### src/rtl/i2s_pkg.sv
// Constants shared by the I2S framer, transmitter and receiver.
// The half-frame encoding follows lrck: 0 = left, 1 = right.
package i2s_pkg;

   localparam int unsigned WORD_BITS_DEF = 24;

   typedef enum logic {
      HalfLeft  = 1'b0,
      HalfRight = 1'b1
   } half_e;

endpackage

### src/rtl/sample_fifo.sv
// Synchronous FIFO for stereo sample pairs, clocked on the falling bck edge.
// The head word is visible combinationally; the caller gates push/pop on level.
module sample_fifo #(
   parameter int unsigned WIDTH = 48,
   parameter int unsigned DEPTH = 4
) (
   input  logic                       clk,
   input  logic                       rst,
   input  logic                       push,
   input  logic                       pop,
   input  logic [WIDTH-1:0]           wdata,
   output logic [WIDTH-1:0]           rdata,
   output logic [$clog2(DEPTH):0]     level
);

   localparam int unsigned AW = $clog2(DEPTH);

   logic [WIDTH-1:0] mem_q [DEPTH];
   logic [AW-1:0]    wr_ptr_q, wr_ptr_d;
   logic [AW-1:0]    rd_ptr_q, rd_ptr_d;
   logic [AW:0]      level_q, level_d;

   // DEPTH is a power of two, so the pointers wrap on natural overflow.
   always_comb begin
      wr_ptr_d = wr_ptr_q;
      rd_ptr_d = rd_ptr_q;
      level_d  = level_q;
      if (push) begin
         wr_ptr_d = wr_ptr_q + AW'(1);
      end
      if (pop) begin
         rd_ptr_d = rd_ptr_q + AW'(1);
      end
      level_d = level_q + (AW + 1)'(push) - (AW + 1)'(pop);
   end

   always_ff @(negedge clk) begin
      if (rst) begin
         wr_ptr_q <= '0;
         rd_ptr_q <= '0;
         level_q  <= '0;
      end else begin
         wr_ptr_q <= wr_ptr_d;
         rd_ptr_q <= rd_ptr_d;
         level_q  <= level_d;
      end
   end

   always_ff @(negedge clk) begin
      if (!rst && push) begin
         mem_q[wr_ptr_q] <= wdata;
      end
   end

   assign rdata = mem_q[rd_ptr_q];
   assign level = level_q;

endmodule

### src/rtl/i2s_tx_framer.sv
// Frames buffered stereo pairs into I2S half-frames: runs the bit counter and lrck,
// loads the left word (popping the FIFO) at each left start and the right word at right start.
module i2s_tx_framer
   import i2s_pkg::*;
#(
   parameter int unsigned WORD_BITS  = WORD_BITS_DEF,
   parameter int unsigned FIFO_DEPTH = 4
) (
   input  logic                          bck,
   input  logic                          rst,
   input  logic                          en,
   input  logic                          s_valid,
   output logic                          s_ready,
   input  logic signed [WORD_BITS-1:0]   s_left,
   input  logic signed [WORD_BITS-1:0]   s_right,
   output logic                          lrck,
   output logic signed [WORD_BITS-1:0]   l_din,
   output logic signed [WORD_BITS-1:0]   r_din,
   output logic                          underrun,
   output logic [15:0]                   underrun_cnt,
   output logic [$clog2(FIFO_DEPTH):0]   fifo_level
);

   localparam int unsigned CW = $clog2(WORD_BITS);
   localparam int unsigned LW = $clog2(FIFO_DEPTH) + 1;

   logic [CW-1:0]        word_cnt_q, word_cnt_d;
   half_e                lrck_q, lrck_d;
   logic [WORD_BITS-1:0] l_din_q, l_din_d;
   logic [WORD_BITS-1:0] r_din_q, r_din_d;
   logic [WORD_BITS-1:0] r_pend_q, r_pend_d;
   logic                 underrun_q, underrun_d;
   logic [15:0]          underrun_cnt_q, underrun_cnt_d;

   logic                   push, pop;
   logic [2*WORD_BITS-1:0] head;
   logic [LW-1:0]          level;

   assign s_ready = (level < LW'(FIFO_DEPTH));
   assign push    = s_valid && s_ready;

   sample_fifo #(
      .WIDTH (2 * WORD_BITS),
      .DEPTH (FIFO_DEPTH)
   ) u_fifo (
      .clk   (bck),
      .rst   (rst),
      .push  (push),
      .pop   (pop),
      .wdata ({s_left, s_right}),
      .rdata (head),
      .level (level)
   );

   always_comb begin
      word_cnt_d     = word_cnt_q;
      lrck_d         = lrck_q;
      l_din_d        = l_din_q;
      r_din_d        = r_din_q;
      r_pend_d       = r_pend_q;
      underrun_d     = 1'b0;
      underrun_cnt_d = underrun_cnt_q;
      pop            = 1'b0;
      if (!en) begin
         word_cnt_d = '0;
         lrck_d     = HalfLeft;
         l_din_d    = '0;
         r_din_d    = '0;
         r_pend_d   = '0;
      end else if (word_cnt_q == CW'(WORD_BITS - 1)) begin
         word_cnt_d = '0;
         if (lrck_q == HalfRight) begin
            lrck_d = HalfLeft;
            // Emptiness is judged on the stored level, so a same-edge push is not popped.
            if (level != '0) begin
               pop      = 1'b1;
               l_din_d  = head[2*WORD_BITS-1 -: WORD_BITS];
               r_pend_d = head[WORD_BITS-1:0];
            end else begin
               l_din_d    = '0;
               r_pend_d   = '0;
               underrun_d = 1'b1;
               if (underrun_cnt_q != 16'hFFFF) begin
                  underrun_cnt_d = underrun_cnt_q + 16'd1;
               end
            end
         end else begin
            lrck_d  = HalfRight;
            r_din_d = r_pend_q;
         end
      end else begin
         word_cnt_d = word_cnt_q + CW'(1);
      end
   end

   always_ff @(negedge bck) begin
      if (rst) begin
         word_cnt_q     <= '0;
         lrck_q         <= HalfLeft;
         l_din_q        <= '0;
         r_din_q        <= '0;
         r_pend_q       <= '0;
         underrun_q     <= 1'b0;
         underrun_cnt_q <= '0;
      end else begin
         word_cnt_q     <= word_cnt_d;
         lrck_q         <= lrck_d;
         l_din_q        <= l_din_d;
         r_din_q        <= r_din_d;
         r_pend_q       <= r_pend_d;
         underrun_q     <= underrun_d;
         underrun_cnt_q <= underrun_cnt_d;
      end
   end

   assign lrck         = lrck_q;
   assign l_din        = l_din_q;
   assign r_din        = r_din_q;
   assign underrun     = underrun_q;
   assign underrun_cnt = underrun_cnt_q;
   assign fifo_level   = level;

endmodule

### config.mk
export PLATFORM = sky130hd
export DESIGN_NAME = i2s_tx_framer
export DESIGN_NICKNAME = d
export VERILOG_FILES = /design/src/rtl/i2s_pkg.sv /design/src/rtl/sample_fifo.sv /design/src/rtl/i2s_tx_framer.sv
export SDC_FILE = /design/constraint.sdc
export NUM_CORES = 1
export LEC_CHECK = 0
export ABC_AREA = 1
export BUFFER_PORTS_ARGS = -buffer_cell sky130_fd_sc_hd__buf_2
export CAP_MARGIN = 10
export CORE_MARGIN = 8
export CORE_UTILIZATION = 58
export CTS_BUF_LIST = sky130_fd_sc_hd__clkbuf_8 sky130_fd_sc_hd__clkbuf_16
export DETAILED_ROUTE_END_ITERATION = 8
export PLACE_DENSITY = 0.88
export SETUP_SLACK_MARGIN = 0.15
export SKIP_CTS_REPAIR_TIMING = 1
export SLEW_MARGIN = 5
export SYNTH_ARGS = -nofsm -noshare
export SYNTH_HDL_FRONTEND = slang
export SYNTH_SLANG_ARGS = --single-unit
### constraint.sdc
create_clock -name bck -period 3.7 [get_ports bck]
set_input_delay 0.555 -clock bck [delete_from_list [all_inputs] [get_ports bck]]
set_output_delay 0.555 -clock bck [all_outputs]
set_load 0.01 [all_outputs]
==> results.toml <==
[yosys]
syn_nets = 1072
yosysUniqueCellTypes = 34
ys_ff_latch = 296
synthesis.area_mm2 = 0.0113
synth.avg_cell_area_um2 = 11.2
syn_inst = 1011
yosysSeqAreaShare_pct = 69.5
yosys_warnings = 0

[route]
drc = 0
wirelength_um = 33000
drtIter0Drc = 1259
dr.pass1.iters = 6
wl_per_cell_um = 19.1
viasPerCell = 5.66
vias = 9762
postRouteAntennaNets = 0

[cts]
clk_path_buf_depth = 3
path_clk_slew_ps = 50
cts_tree = "built"
clk_latency_ps = 660
cts_buffers = 30
root_buffer = "clkbuf_16"
htree_num_levels = 1
clock_sinks = 296

[power]
power_density_mw_per_mm2 = 607
p_total_mw = 8.88
max-vdd-ir-drop_mv = 0.492
leakagePower_nw = 6.59

[critical_path]
cp_slowest_cell = "dfxtp_4"
r2r-start = "word_cnt_q[0]"
r2r_end = "u_fifo.level[2]"
crit_type = "reg -> out"
end_kind = "output pin"
slowest_delay_ps = 350
ff2ff_path_depth = 15
arrival_ps = 3020
critical_path.max_fanout = 5
cp_cell_sequence = "inv_4, buf_2"
critPathLaunchType = "flip-flop"
critical_path_required_ps = 3140
r2r_setup_slack_ps = 1460

[final_layout]
nFillCells = 1140
syn2layout_area_growth_pct = 29.5
drive_gt1_share_pct = 17.5
fin_nets = 1490

[floorplanning]
die_y_um = 156
io-pin-count = 122
start_util_pct = 58.6
coreArea_mm2 = 0.0193
die_w_um = 156
core.rowCount = 51
dieArea_mm2 = 0.0242

[job]
maxCapViolCount = 0

[placement]
preCtsSetupSlack_ps = -212
dp_hpwl_um = 15500
portBuffers = 121
gp_congestion = 0.779

[min_path]
worstHoldPathCells = 2
hold_class = "reg -> reg"
holdPathEnd = "r_din[6]"
hold_path.startpoint = "r_din[6]"

[global_route]
grt_max_degree = 69
antenna_found_initial = 7
grt_util_all_layers_pct = 26.4
overflow = 0
grt_pass1_wl_um = 50600
grt_pass1_vias = 10500

[sta]
rsz0062_at_grt = "yes"
slew_viol_final = 0
setup_violations = 0
hold_viol = 0
relSlewSlack_pct = 35.8
worst_slack_ps = 125
tightest_slew_ps = 963
skew_ps = 58.4

[run_status]
status = "complete, no violations"
## routing by layer
layer | wire, um | global-route usage [%] | part of all wire, % | vias to the layer above
li1 | - | - | - | 4377
met1 | 11500 | 27.0 | 35 | 4621
met2 | 17300 | 45.4 | 52 | 655
met3 | 2880 | 8.70 | 8.7 | 109
met4 | 1340 | 18.3 | 4.1 | 0
met5 | 0 | 0 | 0 | -
## layout make-up
| cell class | count | area [um^2] | share of cell area, % |
|---|---|---|---|
| timing repair buffer | 147 | 891 | 6.09 |
| multi-input combinational | 592 | 2980 | 20.4 |
| clock inverter | 322 | 1490 | 10.2 |
| tap | 265 | 332 | 2.27 |
| inverter | 66 | 258 | 1.76 |
| sequential | 296 | 7910 | 54.1 |
| antenna | 7 | 17.5 | 0.120 |
| clock buffer | 30 | 751 | 5.13 |
## report_power, final
group | switching, mW | internal [mW]
Clock | 2.39 | 2.50
Sequential | 0.0396 | 3.64
Combinational | 0.210 | 0.105
Total | 2.64 | 6.25
## cell usage in the layout, fill, tap and decap left out, drive strengths merged, types with 8 or more instances in the layout
cell type  netlist  layout
o22a            24      24
nor2           144     144
nand3           42      42
inv             67     373
clkbuf          32      30
ha               8       8
dfxtp          104     104
edfxtp         192     192
o21ai          153     153
buf             24     147
nand2          116     116
o22ai           24      24
bufinv           0       8
a21oi           63      63
## cells in the mapped netlist, drive strengths merged
cell type / number / area share (%)
a21oi: 63 / 2.8
nor3: 3 / 0.13
buf: 24 / 1.2
or2: 2 / 0.11
o22a: 24 / 1.9
nand3: 42 / 2.0
o22ai: 24 / 1.3
ha: 8 / 0.89
fa: 1 / 0.18
clkbuf: 32 / 1.1
o21ai: 153 / 6.8
xnor2: 3 / 0.23
a211oi: 1 / 0.066
nand2: 116 / 4.1
edfxtp: 192 / 51
xor2: 5 / 0.39
inv: 67 / 2.2
nor2: 144 / 4.9
dfxtp: 104 / 18
nand4: 3 / 0.17
## cell families (layout without fill, tap and decap cells)
kind of cell	after synthesis	count (layout)	share of synthesized area [%]
AO/OA/AOI/OAI	265	265	12.8
XOR/XNOR	8	8	0.620
adder cells (fa/ha/maj)	9	9	1.06
buffers and inverters	123	565	4.58
flip-flops	296	296	69.5
other	0	7	0
AND/OR/NAND/NOR	310	310	11.4
## worst max path at each step
| stage | from | end | slack [ps] | depth (start not counted) |
|---|---|---|---|---|
| after global routing | u_fifo.level[2] | s_ready | 100 | 2 |
| final | u_fifo.level[2] | s_ready | 120 | 2 |
| after CTS | u_fifo.level[2] | s_ready | 2 | 2 |
| after detailed placement | en | u_fifo.level[2] | -210 | 11 |
| after global placement | en | u_fifo.level[2] | -180 | 11 |
| after floorplan | rst | u_fifo.mem_q[0][0] | -120 | 4 |
## registers in the layout, indices dropped and copies added, names as in the netlist, named ones only
name,count
lrck,1
r_din,24
r_pend_q,24
u_fifo.rd_ptr_q,2
l_din,24
underrun,1
u_fifo.mem_q,192
word_cnt_q,5
underrun_cnt,16
u_fifo.level,3
u_fifo.wr_ptr_q,2
## worst max-delay path: cells and delay by family, from the launching register on
family   cells  cell delay [ps]
flops        1              350
buf+inv      2              210
## stage by stage
stage | utilization [%] | area [um^2] | hold slack [ps] | setup TNS (ps) | cells
floorplan | - | 11400 | 418 | -19050 | 1011
global placement | 63.8 | 12300 | 430 | -244 | 1367
detailed placement | 63.8 | 12300 | 434 | -284 | 1367
CTS | 75.4 | 14500 | 443 | 0 | 1718
global route | 75.9 | 14600 | 459 | 0 | 1724
finish | 75.9 | 14600 | 441 | 0 | 1725
Power figures use the tool's default switching activity.
